### config.mk
export PLATFORM = sky130hd
export DESIGN_NAME = eth_link_bringup_ctrl
export DESIGN_NICKNAME = d
export VERILOG_FILES = /design/src/rtl/eth_link_bringup_ctrl.sv
export SDC_FILE = /design/constraint.sdc
export NUM_CORES = 1
export LEC_CHECK = 0
export ABC_CLOCK_PERIOD_IN_PS = 3200
export CAP_MARGIN = 15
export CORE_MARGIN = 5
export CORE_UTILIZATION = 35
export CTS_CLUSTER_DIAMETER = 40
export DETAILED_ROUTE_END_ITERATION = 10
export GPL_ROUTABILITY_DRIVEN = 1
export SLEW_MARGIN = 20
export SYNTH_ARGS = -nofsm -noshare
export SYNTH_HDL_FRONTEND = slang
export SYNTH_SLANG_ARGS = --single-unit
export TNS_END_PERCENT = 1
### constraint.sdc
create_clock -name i_clk -period 3.2 [get_ports i_clk]
set_input_delay 0.32 -clock i_clk [delete_from_list [all_inputs] [get_ports i_clk]]
set_output_delay 0.32 -clock i_clk [all_outputs]
set_load 0.02 [all_outputs]
### src/rtl/eth_link_bringup_ctrl.sv
// eth_link_bringup_ctrl: sequences PLL -> PCS -> MAC reset release for a 10G link on the slowest clock.
// Latency: outputs are registered and change on the same edge as o_state; no backpressure (status/reset outputs only).
// ETH_BRINGUP_RETRY_LIMIT_EN: caps retries at MAX_RETRIES and enables the sticky FAIL state.
module eth_link_bringup_ctrl #(
  parameter int RST_CYCLES    = 16,
  parameter int LOCK_TIMEOUT  = 1000000,
  parameter int STABLE_CYCLES = 1024,
  parameter int MAX_RETRIES   = 7
) (
  input  logic       i_clk,
  input  logic       i_reset,
  input  logic       i_restart,
  input  logic       i_pll_locked,
  input  logic       i_block_lock,
  output logic       o_pll_reset,
  output logic       o_pcs_reset,
  output logic       o_mac_reset,
  output logic       o_link_up,
  output logic [2:0] o_state,
  output logic [7:0] o_retry_count,
  output logic       o_fail
);

  typedef enum logic [2:0] {
    IDLE      = 3'd0,
    PLL_RST   = 3'd1,
    PLL_WAIT  = 3'd2,
    PCS_RST   = 3'd3,
    LOCK_WAIT = 3'd4,
    LINK_UP   = 3'd5,
    FAIL      = 3'd6
  } state_t;

`ifdef ETH_BRINGUP_RETRY_LIMIT_EN
  localparam bit LIMIT_EN = 1'b1;
`else
  localparam bit LIMIT_EN = 1'b0;
`endif

  // One timer serves both the reset-hold and the lock-timeout windows.
  localparam int TMR_MAX = (LOCK_TIMEOUT > RST_CYCLES) ? LOCK_TIMEOUT : RST_CYCLES;
  localparam int TMR_W   = $clog2(TMR_MAX) + 1;
  localparam int STB_W   = $clog2(STABLE_CYCLES) + 1;

  localparam logic [TMR_W-1:0] RST_LAST = TMR_W'(RST_CYCLES - 1);
  localparam logic [TMR_W-1:0] TO_LAST  = TMR_W'(LOCK_TIMEOUT - 1);
  localparam logic [STB_W-1:0] STB_LAST = STB_W'(STABLE_CYCLES - 1);

  state_t           state;
  state_t           nxt_state;
  logic [TMR_W-1:0] tmr;
  logic [STB_W-1:0] stb;
  logic             retry_evt;
  logic             move;
  logic             pll_lost;
  logic             limit_hit;
  logic             timed;

  assign o_state   = state;
  assign pll_lost  = !i_pll_locked && (state == PCS_RST || state == LOCK_WAIT || state == LINK_UP);
  assign limit_hit = LIMIT_EN && ({24'd0, o_retry_count} >= 32'(MAX_RETRIES));
  assign timed     = (state == PLL_RST) || (state == PLL_WAIT) || (state == PCS_RST) || (state == LOCK_WAIT);
  // A held restart re-enters PLL_RST every cycle, so it counts as a transition too.
  assign move      = i_restart || (nxt_state != state);

  always_comb begin
    nxt_state = state;
    retry_evt = 1'b0;
    if (i_restart) begin
      nxt_state = PLL_RST;
    end else if (pll_lost) begin
      nxt_state = PLL_RST;
      retry_evt = 1'b1;
    end else if (state == LINK_UP && !i_block_lock) begin
      nxt_state = PCS_RST;
      retry_evt = 1'b1;
    end else begin
      case (state)
        IDLE:     nxt_state = PLL_RST;
        PLL_RST:  if (tmr == RST_LAST) nxt_state = PLL_WAIT;
        PLL_WAIT: begin
          if (tmr == TO_LAST) begin
            nxt_state = PLL_RST;
            retry_evt = 1'b1;
          end else if (i_pll_locked) begin
            nxt_state = PCS_RST;
          end
        end
        PCS_RST:  if (tmr == RST_LAST) nxt_state = LOCK_WAIT;
        LOCK_WAIT: begin
          // Reaching the stable count beats a timeout landing on the same cycle.
          if (i_block_lock && stb == STB_LAST) begin
            nxt_state = LINK_UP;
          end else if (tmr == TO_LAST) begin
            nxt_state = PCS_RST;
            retry_evt = 1'b1;
          end
        end
        default:  nxt_state = state;
      endcase
    end
    if (retry_evt && limit_hit) nxt_state = FAIL;
  end

  always_ff @(posedge i_clk) begin
    if (i_reset) begin
      state         <= IDLE;
      tmr           <= '0;
      stb           <= '0;
      o_retry_count <= '0;
      o_pll_reset   <= 1'b1;
      o_pcs_reset   <= 1'b1;
      o_mac_reset   <= 1'b1;
      o_link_up     <= 1'b0;
`ifdef ETH_BRINGUP_RETRY_LIMIT_EN
      o_fail        <= 1'b0;
`endif
    end else begin
      state <= nxt_state;
      tmr   <= (move || !timed) ? '0 : tmr + 1'b1;
      stb   <= (move || !i_block_lock || state != LOCK_WAIT) ? '0 : stb + 1'b1;

      if (i_restart || (nxt_state == LINK_UP && state != LINK_UP)) begin
        o_retry_count <= '0;
      end else if (retry_evt && !limit_hit && o_retry_count != 8'hFF) begin
        o_retry_count <= o_retry_count + 8'd1;
      end

      // Outputs decode the next state so they line up with o_state.
      o_pll_reset <= (nxt_state == IDLE) || (nxt_state == PLL_RST) || (nxt_state == FAIL);
      o_pcs_reset <= !((nxt_state == LOCK_WAIT) || (nxt_state == LINK_UP));
      o_mac_reset <= (nxt_state != LINK_UP);
      o_link_up   <= (nxt_state == LINK_UP);
`ifdef ETH_BRINGUP_RETRY_LIMIT_EN
      o_fail      <= (nxt_state == FAIL);
`endif
    end
  end

`ifndef ETH_BRINGUP_RETRY_LIMIT_EN
  assign o_fail = 1'b0;
`endif

endmodule

==> flow_summary.yaml, run 1 <==
status:
  outcome: "complete, no violations"
logic_synthesis:
  synth-main-ff-cell: "dfxtp_1"
  synth-xor-area-share: 0.130
  yosys.area_share.simple: 0.310
  async_reset_ff_frac: 0
  synth-edff-count: 0
  synthAdderAreaFrac: 0.0159
  synth_area_leader_cell: "dfxtp_1"
  synth_compound_area_frac: 0.110
  synth_seq_cells: 47
  seq_area_frac_synth: 0.400
  ys_types: 52
  synth_area_per_cell_um2: 8.62
  yosysWarnings: 0
  synthesis.area_um2: 2350
  synth_nets: 281
  synth_top_area_share: 0.400
  ys_top_cells_by_area: "dfxtp_1, nor2_1, xor2_1"
  synth_top_family_by_area: "simple AND/OR/NAND/NOR gates"
  synth.area.mux_share: 0.00425
  syn_inst: 273
clock_network:
  path_clk_slew_ps: 80
  post_cts_buffers: 0
  numCtsBuffers: 5
  clock_latency_ps: 300
  cts_tree: "done"
  ctsHoldBuffers: 0
  ctsLongestPathBuffers: 2
  clock_sinks: 47
  root_buffer: "clkbuf_8"
  ctsResizeCount: 0
  htree_levels: 2
routing:
  ant_nets: 0
  wl_met1_um: 2210
  met3_length_um: 236
  drt_pass1_iterations: 4
  topRoutingLayerUsed: "met4"
  dr_wl_met2_um: 2040
  first_iter_violations: 76
  vias: 1907
  wl_um: 4610
  wire_per_inst_um: 12.4
  drc: 0
  vias_per_cell: 5.13
job:
  max-cap-violations: 0
setup_path:
  r2r_end: "stb[4]"
  cp.arrival_ps: 2750
  start_kind: "flop"
  cp.required_ps: 3380
  path_max_fanout: 11
  worstSetupPathType: "flop to flop"
  rrSetupSlack_ps: 630
  worstSetupEndpointType: "flop"
  crit-reg2reg-launch: "tmr[16]"
  rr_worst_depth: 7
sta:
  worstMarginPinSlew_ps: 508
  finalHoldViolCount: 0
  tns_ps: 0
  fin_crit_ps: 2570
  fmaxAchievable_mhz: 389
  setup_viol: 0
  slew_violations: 0
  finalWorstSetupSlack_ps: 631
  slew_headroom: 0.661
  finalCritPeriodShare: 0.803
  fin_skew_ps: 7.06
  rsz0062_at_grt: "false"
place:
  gp_congestion: 0.965
  pre_cts_ws_ps: 570
  io_buffers: 19
  post-place-cells: 364
  dpl.hpwl_um: 3320
  placed_area_um2: 2630
power_and_ir_drop:
  power_mw: 0.975
  vdd_drop_max_mv: 0.155
  total_leakage_power_nw: 0.884
  p_per_area_nw_per_um2: 360
cells_and_area:
  layout_commonest_cell: "nor2_1"
  num-fill-cells: 660
  antennaDiodeCount: 0
  final_cell_mix: "nor2_1, dfxtp_1, xor2_1"
  area_delta_synth_final_pct: 15.1
  nets: 302
  final_layout_size_suffix_gt1_frac: 0.0746
  finalNonFillerCells: 372
  final_cell_area_um2: 2710
die:
  initial_core_util: 0.364
  die_area_um2: 8460
  die_y_um: 92
  num_rows: 29
  core_area_um2: 6460
  die_x_um: 92
  ios: 21
global_route:
  grt_remaining_overflow: 0
  grt_pass1_wl_um: 8250
  grt_max_degree: 22
  antenna_found_initial: 0
  grt_use_total: 0.118
  first_global_vias: 1801
hold_path:
  hold_depth: 1
  hp-class: "flop to flop"
  holdPathEnd: "tmr[0]"
  hold_start: "tmr[0]"
sequential cells by signal, indices dropped and copies added (netlist names):
name and cells:
o_link_up 1, o_mac_reset 1, o_pcs_reset 1, o_pll_reset 1, o_retry_count 8, o_state 3
stb 11, tmr 21
metal layers:
metal,vias up,global-route usage
li1,979,-
met2,53,0.185
met5,-,0
met3,11,0.0237
met4,0,0.0693
met1,864,0.151
Yosys cell counts (4+ instances only):
| cell type | n |
|---|---|
| a21oi_1 | 5 |
| and3_1 | 6 |
| buf_2 | 4 |
| clkbuf_1 | 4 |
| dfxtp_1 | 47 |
| inv_1 | 6 |
| nand2_1 | 16 |
| nand2b_1 | 4 |
| nand3_1 | 12 |
| nand4_1 | 10 |
| nor2_1 | 61 |
| nor2b_1 | 6 |
| nor3_1 | 5 |
| xnor2_1 | 13 |
| xor2_1 | 22 |
report_power, final:
group	internal, mW	switching (mW)	leakage [nW]
registers	0.585	0.000818	0.379
clock network	0.154	0.194	0.0422
logic	0.0155	0.0253	0.463
total	0.755	0.220	0.884
through the flow:
| stage | utilization | hold WS, ps |
|---|---|---|
| after CTS | 0.419 | 464 |
| after global placement | 0.407 | 435 |
| after global routing | 0.419 | 497 |
| after floorplan | - | 392 |
| after detailed placement | 0.407 | 444 |
| final | 0.419 | 455 |
critical path, cell delays in order (launching register included):
cell	delay (ps)
dfxtp_1	460
nand4_1	250
or3_1	480
a2111oi_2	420
a21oi_1	140
o2111ai_1	230
or4b_1	370
nor2_1	90
kinds of logic (layout without fill, tap and decap cells):
kind of cell	Yosys count	in the layout
flip-flops	47	47
other	1	1
AO/OA/AOI/OAI	31	31
multiplexers	1	1
AND/OR/NAND/NOR	140	140
XOR/XNOR	35	35
buffers and inverters	15	37
adder cells (fa/ha/maj)	3	3
final cells by class:
cell class,count,area (um^2),area share
Tap cell,77,96.3,0.0356
Clock buffer,7,76.3,0.0282
Timing Repair Buffer,23,220,0.0813
Multi-Input combinational cell,211,1350,0.497
Clock inverter,1,5.00,0.00185
Inverter,6,22.5,0.00831
Sequential cell,47,941,0.347
how the worst max path moves through the flow:
stage               slack (ps)          from  cells past startpoint          end
floorplan                  900        tmr[0]                      8  o_mac_reset
global placement           630  i_pll_locked                      8       stb[9]
detailed placement         570  i_pll_locked                      8       stb[4]
CTS                        630        tmr[0]                      8  o_mac_reset
global route               410        tmr[0]                      8       stb[4]
finish                     630       tmr[16]                      7       stb[4]
Power figures use the tool's default switching activity.
==> inputs of run 2 (changes only) <==
ABC_CLOCK_PERIOD_IN_PS = 2100   (was 3200)
clock period = 2.1 ns   (was 3.2 ns; I/O delays follow)
==> flow_summary.yaml, run 2 (synthesized netlist as in run 1, its figures left out) <==
sta:
  tns_ps: -3610
  hold_ws_ps: 532
  fin_crit_ps: 2270
  finalCritPeriodShare: 1.08
  rsz0062_at_grt: "true"
  setup_viol: 44
  finalWorstSetupSlack_ps: -169
  finalHoldViolCount: 0
  slew_violations: 0
  fmaxAchievable_mhz: 441
  fin_skew_ps: 9.46
setup_path:
  slowest_stage: "or3_4"
  cp.arrival_ps: 2460
  worstSetupPathType: "flop to flop"
  r2r_end: "o_mac_reset"
  crit-reg2reg-launch: "tmr[11]"
  path_max_fanout: 3
  crit_buf_inv: 0
  critPathTopFamily: "simple AND/OR/NAND/NOR gates"
  path_cells: "nor4_4, nand4_4, nor4_4, nor3_2, a211o_1, or3_4, or2_1"
  rrSetupSlack_ps: -170
  cpPeakStageDelay_ps: 380
  worstSetupEndpointType: "flop"
  crit_top_cell: "nor4_4"
  start_kind: "flop"
  rr_worst_depth: 7
  cp.required_ps: 2290
routing:
  wire_per_inst_um: 12.3
  wl_um: 5410
  drt_pass1_iterations: 4
  drc: 0
  first_iter_violations: 32
  vias: 2174
  ant_nets: 0
  vias_per_cell: 4.93
cells_and_area:
  final_layout_size_suffix_gt1_frac: 0.316
  fin_util: 0.528
  antennaDiodeCount: 0
  final_cell_mix: "buf_4, nor2_1, dfxtp_1"
  largest_register: "tmr"
  largestRegisters: "tmr x21, stb x11, o_retry_count x8"
  nets: 371
  layout_commonest_cell: "buf_4"
  area_delta_synth_final_pct: 45.0
  largest_reg_flops: 21
job:
  max-cap-violations: 0
clock_network:
  clock_latency_ps: 300
  clock_sinks: 47
  numCtsBuffers: 5
  ctsLongestPathBuffers: 2
  root_buffer: "clkbuf_8"
  ctsHoldBuffers: 0
  path_clk_slew_ps: 100
  cts_tree: "done"
  htree_levels: 2
hold_path:
  hold_depth: 2
  hold_start: "stb[0]"
  hp-class: "flop to flop"
  holdPathEnd: "stb[0]"
place:
  dpl.hpwl_um: 4060
  gp_congestion: 0.926
  io_buffers: 19
die:
  ios: 21
  die_y_um: 92
  die_area_um2: 8460
  num_rows: 29
  die_x_um: 92
  initial_core_util: 0.364
  core_area_um2: 6460
global_route:
  antenna_found_initial: 0
  grt_remaining_overflow: 0
  grt_use_total: 0.131
  first_global_vias: 2091
  grt_max_degree: 22
  grt_pass1_wl_um: 9150
status:
  violations: "setup timing"
  outcome: "complete, but fails checks"
power_and_ir_drop:
  total_leakage_power_nw: 1.29
  vdd_drop_max_mv: 0.275
  p_per_area_nw_per_um2: 486
## run 2: cell types whose count changed in the layout (fill, tap and decap cells not counted), moves of 3 or more
cell | before | now
dfxtp_1 | 47 | 37
nor2_1 | 61 | 58
dfxtp_2 | 0 | 9
nor2_2 | 0 | 3
buf_4 | 4 | 68
buf_6 | 0 | 3
## run 2: where the power goes
group	switching (mW)	leakage (nW)	internal, mW
clock network	0.321	0.0548	0.359
logic	0.0434	0.853	0.0411
registers	0.00321	0.384	0.891
total	0.368	1.29	1.29
## run 2: what timing repair did
action	4_1_cts	5_1_grt
resized for setup	6	12
setup buffers	0	5
hold endpoints to repair	0	0
pin swaps	15	10
endpoints found under the setup margin	43	45
## run 2: layout make-up
cell class / count / area [um^2]
tap: 77 / 96.3
fill: 623 / 3050
inverter: 6 / 22.5
multi-input combinational: 211 / 1450
clock buffer: 5 / 68.8
timing repair buffer: 92 / 774
clock inverter: 3 / 46.3
sequential: 47 / 956
## run 2: how the worst max path moves through the flow
stage	slack, ps	from	cells past startpoint	to
detailed placement	-230	i_pll_locked	9	stb[1]
floorplan	-20	tmr[7]	7	o_mac_reset
CTS	-180	tmr[7]	7	o_mac_reset
global placement	-160	tmr[7]	7	o_mac_reset
global route	-260	tmr[5]	8	tmr[20]
finish	-170	tmr[11]	7	o_mac_reset
## run 2: worst min-delay path, delay by kind of cell (launching register included)
| kind | cells | cell delay (ps) |
|---|---|---|
| simple gates | 1 | 40 |
| buf+inv | 1 | 110 |
| flops | 1 | 360 |
## run 2: metrics by stage
stage / setup WS [ps] / area (um^2) / std cells / power (mW)
2_1_floorplan: -19.1 / 2430 / 273 / 0.957
3_3_place_gp: -161 / 3190 / 428 / 0.999
3_5_place_dp: -228 / 3190 / 428 / 0.999
4_1_cts: -177 / 3330 / 436 / 1.68
5_1_grt: -257 / 3410 / 441 / 1.73
6_report: -169 / 3410 / 441 / 1.66
## run 2: per-layer routing
| layer | global-route usage | part of all wire | vias to the layer above |
|---|---|---|---|
| met5 | 0 | 0 | - |
| met4 | 0.0470 | 0.020 | 0 |
| met3 | 0.0303 | 0.036 | 9 |
| met2 | 0.226 | 0.47 | 39 |
| met1 | 0.159 | 0.47 | 1003 |
| li1 | - | - | 1123 |
